[config.mk]
export PLATFORM = sky130hd
export DESIGN_NAME = int_controller
export DESIGN_NICKNAME = d
export VERILOG_FILES = /design/src/rtl/io_pkg.sv /design/src/rtl/irq_sync_edge.sv /design/src/rtl/int_controller.sv
export SDC_FILE = /design/constraint.sdc
export NUM_CORES = 1
export LEC_CHECK = 0
export BUFFER_PORTS_ARGS = -buffer_cell sky130_fd_sc_hd__buf_2
export CAP_MARGIN = 0
export CELL_PAD_IN_SITES_DETAIL_PLACEMENT = 1
export CELL_PAD_IN_SITES_GLOBAL_PLACEMENT = 1
export CORE_ASPECT_RATIO = 1.1
export CORE_MARGIN = 3
export CORE_UTILIZATION = 34
export CTS_CLUSTER_SIZE = 25
export DETAILED_ROUTE_END_ITERATION = 16
export PLACE_DENSITY = 0.82
export SETUP_SLACK_MARGIN = 0.1
export SYNTH_ARGS = -nofsm -noshare
export SYNTH_HDL_FRONTEND = slang
export SYNTH_SLANG_ARGS = --single-unit
export TNS_END_PERCENT = 5
[constraint.sdc]
create_clock -name clk -period 2.1 [get_ports clk]
set_clock_uncertainty 0.2 [all_clocks]
set_input_delay 0.315 -clock clk [delete_from_list [all_inputs] [get_ports clk]]
set_output_delay 0.315 -clock clk [all_outputs]
set_load 0.01 [all_outputs]
[src/rtl/io_pkg.sv]
// Shared types and constants for the io_bridge peripherals: interrupt controller
// FSM states, register offsets and the vector address helper.
package io_pkg;

  localparam int unsigned INTC_DATA_W          = 16;
  localparam int unsigned INTC_IDX_W           = 3;
  localparam int unsigned INTC_STATUS_BUSY_BIT = 15;

  typedef enum logic [1:0] {
    INTC_IDLE    = 2'd0,
    INTC_REQ     = 2'd1,
    INTC_SERVICE = 2'd2
  } intc_state_e;

  localparam logic [1:0] INTC_PENDING = 2'd0;
  localparam logic [1:0] INTC_MASK    = 2'd1;
  localparam logic [1:0] INTC_CTRL    = 2'd2;
  localparam logic [1:0] INTC_STATUS  = 2'd3;

  // Handler address of source idx: vectors are two words apart.
  function automatic logic [INTC_DATA_W-1:0] intc_vector(
    input logic [INTC_DATA_W-1:0] base,
    input logic [INTC_IDX_W-1:0]  idx
  );
    return base + {12'b0, idx, 1'b0};
  endfunction

endpackage

[src/rtl/irq_sync_edge.sv]
// Per-bit two-flop synchronizer followed by a rising-edge detector.
module irq_sync_edge #(
  parameter int unsigned W = 4
) (
  input  logic         clk,
  input  logic         rst,
  input  logic [W-1:0] irq,
  output logic [W-1:0] rise_c
);

  logic [W-1:0] meta_q;
  logic [W-1:0] sync_q;
  logic [W-1:0] prev_q;

  // Synchronizer chain plus one history stage for edge detection.
  always_ff @(posedge clk or posedge rst) begin
    if (rst) begin
      meta_q <= '0;
      sync_q <= '0;
      prev_q <= '0;
    end else begin
      meta_q <= irq;
      sync_q <= meta_q;
      prev_q <= sync_q;
    end
  end

  assign rise_c = sync_q & ~prev_q;

endmodule

[src/rtl/int_controller.sv]
// Prioritized interrupt controller: pending/mask/GIE registers on the data bus,
// lowest-index-wins arbitration, one request in service at a time.
module int_controller
  import io_pkg::*;
#(
  parameter int unsigned N_SRC       = 4,
  parameter logic [15:0] REG_BASE    = 16'hFF10,
  parameter logic [15:0] VECTOR_BASE = 16'h0010
) (
  input  logic             clk,
  input  logic             rst,
  input  logic [N_SRC-1:0] irq,
  input  logic [15:0]      d_addr,
  input  logic [15:0]      d_wdata,
  input  logic             io_read,
  input  logic             io_write,
  output logic [15:0]      d_rdata,
  output logic             interrupt,
  output logic [15:0]      int_vector,
  input  logic             int_ack,
  input  logic             reti
);

  localparam int unsigned DW    = INTC_DATA_W;
  localparam int unsigned IDX_W = INTC_IDX_W;

  logic [N_SRC-1:0] rise_c;
  logic [N_SRC-1:0] pending_q;
  logic [N_SRC-1:0] pending_d;
  logic [N_SRC-1:0] mask_q;
  logic [N_SRC-1:0] elig_c;
  logic [N_SRC-1:0] clr_c;
  logic             gie_q;

  intc_state_e      state_q;
  intc_state_e      state_d;
  logic [IDX_W-1:0] idx_q;
  logic [IDX_W-1:0] idx_d;
  logic [IDX_W-1:0] win_c;
  logic [DW-1:0]    vec_d;
  logic             int_d;

  logic [DW-1:0]    off_c;
  logic             hit_c;
  logic [1:0]       reg_sel_c;
  logic             wr_pend_c;
  logic             wr_mask_c;
  logic             wr_ctrl_c;
  logic [DW-1:0]    status_c;
  logic [DW-1:0]    rdata_d;
  logic             unused_wdata_c;

  irq_sync_edge #(
    .W(N_SRC)
  ) u_sync (
    .clk   (clk),
    .rst   (rst),
    .irq   (irq),
    .rise_c(rise_c)
  );

  // Register decode: a window of four words starting at REG_BASE.
  assign off_c     = d_addr - REG_BASE;
  assign hit_c     = (off_c < 16'd4);
  assign reg_sel_c = off_c[1:0];
  assign wr_pend_c = io_write && hit_c && (reg_sel_c == INTC_PENDING);
  assign wr_mask_c = io_write && hit_c && (reg_sel_c == INTC_MASK);
  assign wr_ctrl_c = io_write && hit_c && (reg_sel_c == INTC_CTRL);

  assign unused_wdata_c = ^d_wdata[DW-1:N_SRC];

  assign elig_c = pending_q & mask_q & {N_SRC{gie_q}};

  // Priority encoder: lowest eligible index wins.
  always_comb begin
    win_c = '0;
    for (int i = int'(N_SRC) - 1; i >= 0; i--) begin
      if (elig_c[i]) win_c = IDX_W'(i);
    end
  end

  // Next state, winner latch and request output.
  always_comb begin
    state_d = state_q;
    idx_d   = idx_q;
    vec_d   = int_vector;
    int_d   = 1'b0;
    case (state_q)
      INTC_IDLE: begin
        if (|elig_c) begin
          state_d = INTC_REQ;
          idx_d   = win_c;
          vec_d   = intc_vector(VECTOR_BASE, win_c);
        end
      end
      INTC_REQ: begin
        if (int_ack) state_d = INTC_SERVICE;
      end
      INTC_SERVICE: begin
        if (reti) state_d = INTC_IDLE;
      end
      default: state_d = INTC_IDLE;
    endcase
    int_d = (state_d == INTC_REQ);
  end

  // FSM state register.
  always_ff @(posedge clk or posedge rst) begin
    if (rst) state_q <= INTC_IDLE;
    else     state_q <= state_d;
  end

  // Registered CPU-facing outputs and the active source index.
  always_ff @(posedge clk or posedge rst) begin
    if (rst) begin
      interrupt  <= 1'b0;
      int_vector <= '0;
      idx_q      <= '0;
    end else begin
      interrupt  <= int_d;
      int_vector <= vec_d;
      idx_q      <= idx_d;
    end
  end

  // Pending clears from software W1C and from the CPU acknowledge; new edges win.
  always_comb begin
    clr_c = '0;
    if (wr_pend_c) clr_c = d_wdata[N_SRC-1:0];
    if ((state_q == INTC_REQ) && int_ack) clr_c = clr_c | (N_SRC'(1) << idx_q);
    pending_d = (pending_q & ~clr_c) | rise_c;
  end

  // STATUS shows the busy flag and active index only while a source is in service.
  always_comb begin
    status_c = '0;
    if (state_q == INTC_SERVICE) begin
      status_c[INTC_STATUS_BUSY_BIT] = 1'b1;
      status_c[IDX_W-1:0]            = idx_q;
    end
  end

  // Read mux; zero when not reading or outside the register window.
  always_comb begin
    rdata_d = '0;
    if (io_read && hit_c) begin
      case (reg_sel_c)
        INTC_PENDING: rdata_d = DW'(pending_q);
        INTC_MASK:    rdata_d = DW'(mask_q);
        INTC_CTRL:    rdata_d = DW'(gie_q);
        INTC_STATUS:  rdata_d = status_c;
        default:      rdata_d = '0;
      endcase
    end
  end

  // Software-visible registers and registered read data.
  always_ff @(posedge clk or posedge rst) begin
    if (rst) begin
      pending_q <= '0;
      mask_q    <= '0;
      gie_q     <= 1'b0;
      d_rdata   <= '0;
    end else begin
      pending_q <= pending_d;
      if (wr_mask_c) mask_q <= d_wdata[N_SRC-1:0];
      if (wr_ctrl_c) gie_q  <= d_wdata[0];
      d_rdata <= rdata_d;
    end
  end

endmodule

==> key figures <==
Clocking
  – CTS tree: done
  – Total CTS buffers: 5
  – Clk sinks: 32
  – CTS clk-pin slew, worst paths: 0.06 ns
  – Clock Root Buffer: clkbuf_8
  – Clk_lat worst skew: between 0.2 and 0.3 ns
  – H-Tree Depth: 2
  – Deepest clock path buffer count: 2

Power
  – Pwr dens: just over 600 nW/um^2
  – Leakage: 0.9826 nW
  – Tot Pwr: 1.259 mW
  – Maximum vdd ir drop: 0.4384 mV

Critical path
  – Critical path class: primary input to register
  – Crit-path cells: buf_6 > or4_4 > a311o_1 > a2111oi_4 > buf_4 > mux2_1
  – Worst setup EP type: register
  – Data required time at the worst endpoint: 2.06 ns
  – Arrival time worst endpoint: between 2 and 2.5 ns
  – Crit path max fanout: 4
  – Slowest CP cell: or4_4
  – CP peak stage delay: between 0.5 and 0.6 ns
  – CP startpoint kind: primary input

Global route
  – GRT Total Usage: 13.99%
  – First-pass GRT wire length: about 6200 um
  – Total grt overflow: 0
  – Number of global-route vias before repair: 1347
  – Pin count of the biggest net entering global routing: 33
  – Antenna violations before repair: 0

Drt
  – Drt initial violations: between 50 and 60
  – Via Count: 1283
  – 1st-pass router iterations: 3
  – Final WL: 3746 um
  – Vias/cell: 4.935
  – Drt wl/cell: 14.41 um
  – DRC violations left: 0
  – DRT antenna net count: 0

Synth
  – Synth top area share: 48.78%
  – Largest family of logic cells by synthesized area: compound AO/OA/AOI/OAI gates
  – Multiplexer share of the synthesized area: 5.945%
  – Count leader, synth: dfrtp_1
  – Mean Syn Cell Area: ~11 um^2
  – Synth top area cells: dfrtp_1 49%, buf_4 11%, o21ai_0 2.7%
  – Post-synth top area cell: dfrtp_1
  – Count of different cell masters after synthesis: 42
  – Adder-Cell Fraction of Synth Area: 0%
  – Simple-Gate Fraction of Synth Area: 13.57%
  – Post-synthesis compound-gate area fraction: a little under a fifth
  – EDFF count, synth: 0
  – Post-Synth XOR/XNOR Area: 0%
  – Main synth FF type: dfrtp_1
  – Yosys reg bits: 32
  – Async S/R FF share, synth: 100.0%
  – Mapped Area: 1642 um^2
  – Seq/Total Area, Yosys: 48.78%
  – Synth warn: 0
  – Post-Syn Instances: 149
  – Commonest cells post-synth: 32 x dfrtp_1, 24 x buf_4, 9 x o21ai_0

Cells and area
  – Syn-to-layout area delta: 24.69%
  – Diodes inserted: 0
  – Final nets: 248
  – Final std cell area, no fill: 2047 um^2
  – Non-Filler Instances: 260
  – Layout cells sized above 1: 31.07%

STA
  – Max-slew violation count: 0
  – Period utilization: 106.3%
  – Fin crit period: 2.232 ns
  – # setup viols final: 5
  – RSZ-0062 raised after global routing: true
  – Fmax achieved: 0.4480 GHz
  – Setup TNS: -0.5196 ns
  – Hold violation count in the final report: 0
  – Min setup slack post-route: -0.1320 ns

Place
  – Post-Place Setup Slack: -0.4283 ns
  – Post-DP HPWL: slightly below 3000 um
  – GP Congestion: around 0.75
  – Buffers on Ports: 38
  – Post-DP Area: 1871 um^2
  – Inst Count DP: ~250

Job
  – Max-cap violations: 0

Run status
  – Failing checks: setup timing
  – Outcome: finished with violations

Worst hold path
  – Hold Crit Class: primary input to register

Die
  – CORE AREA: 4473 um^2
  – Initial core utilization: 36.70%
  – Die Ht: between 70 and 80 um
  – Site Rows: 25
  – Die ar.: 5699 um^2
  – Die Wd: between 70 and 80 um
  – IO Pins: 75
## path summary, 6_finish.rpt
kind | endpoint | cells past startpoint | start | slack, ns
max in group asynchronous | state_q[0]$_DFF_PP0_ | 4 | rst | 0.95
max reg2reg | idx_q[0]$_DFFE_PP0P_ | 4 | mask_q[3]$_DFFE_PP0P_ | 0.33
max | mask_q[0]$_DFFE_PP0P_ | 6 | d_addr[7] | -0.13
min | state_q[0]$_DFF_PP0_ | 2 | int_ack | 0.07
min in group asynchronous | u_sync.meta_q[3]$_DFF_PP0_ | 4 | rst | 0.46
min reg2reg | u_sync.sync_q[1]$_DFF_PP0_ | 0 | u_sync.meta_q[1]$_DFF_PP0_ | 0.15
## repair_timing
item,in CTS,in global routing
hold buffers,5,0
setup buffers,0,1
pin swaps,4,3
resized for setup,7,0
endpoints found under the setup margin,12,14
endpoints found under the hold margin,36,0
## routing by layer
layer / part of all wire [%] / global-route usage, %
met4: 0.99 / 4.511
met5: 0 / 0
met3: 7.1 / 4.051
met2: 52 / 24.41
met1: 40 / 16.28
## kinds of logic (layout without fill, tap and decap cells)
kind of cell           Yosys count  after routing
and+or+nand+nor                 36             36
other                            1             24
muxes                            9              9
DFF                             32             32
buffers and inverters           34             68
AOI/OAI and AO/OA               37             37
## state kept, by name, summed over array words and instances (netlist names)
| register | flops |
|---|---|
| d_rdata | 5 |
| mask_q | 4 |
| pending_q | 4 |
| u_sync.meta_q | 4 |
| u_sync.prev_q | 4 |
| u_sync.sync_q | 4 |
| int_vector | 2 |
| state_q | 2 |
| gie_q | 1 |
| idx_q | 1 |
| interrupt | 1 |
## layout make-up
| class | count | area [um^2] |
|---|---|---|
| clock buffers | 7 | 96.34 |
| fillers | 515 | 2426 |
| inverters | 8 | 30.03 |
| multi-input cells | 106 | 724.4 |
| flip-flops and latches | 32 | 800.8 |
| well taps | 54 | 67.56 |
| repair buffers | 53 | 327.8 |
## critical path: cells and delay by family
kind,cells,cell delay [ns]
buffers and inverters,2,0.29
AND/OR/NAND/NOR,1,0.53
AO/OA/AOI/OAI,2,0.73
multiplexers,1,0.33
## where the power goes
part | leakage, nW | internal (mW) | switching (mW)
clock | 0.0503 | 0.291 | 0.205
combinational | 0.534 | 0.0550 | 0.0757
sequential | 0.398 | 0.628 | 0.00399
## placed cells by master, fill, tap and decap left out, drive strengths merged, types with 3 or more instances in the layout
| master | n |
|---|---|
| buf | 48 |
| dfrtp | 32 |
| conb | 24 |
| o21ai | 9 |
| inv | 8 |
| clkbuf | 7 |
| nand2 | 6 |
| mux2 | 6 |
| dlygate4sd3 | 5 |
| a2bb2oi | 4 |
| nor2 | 3 |
| a21boi | 3 |
| a21oi | 3 |
| nand2b | 3 |
| nor2b | 3 |
| nand4b | 3 |
| or3 | 3 |
| nand3 | 3 |
| mux2i | 3 |
| o2111ai | 3 |
| a2111oi | 3 |
## per-stage QoR
stage	hold WS [ns]	utilization, %
floorplan	0.1312	-
global placement	0.1338	41.82
detailed placement	0.1379	41.82
CTS	0.05730	45.59
global route	0.07565	45.76
finish	0.07209	45.76
No activity file was read; power rests on OpenSTA's default activity.
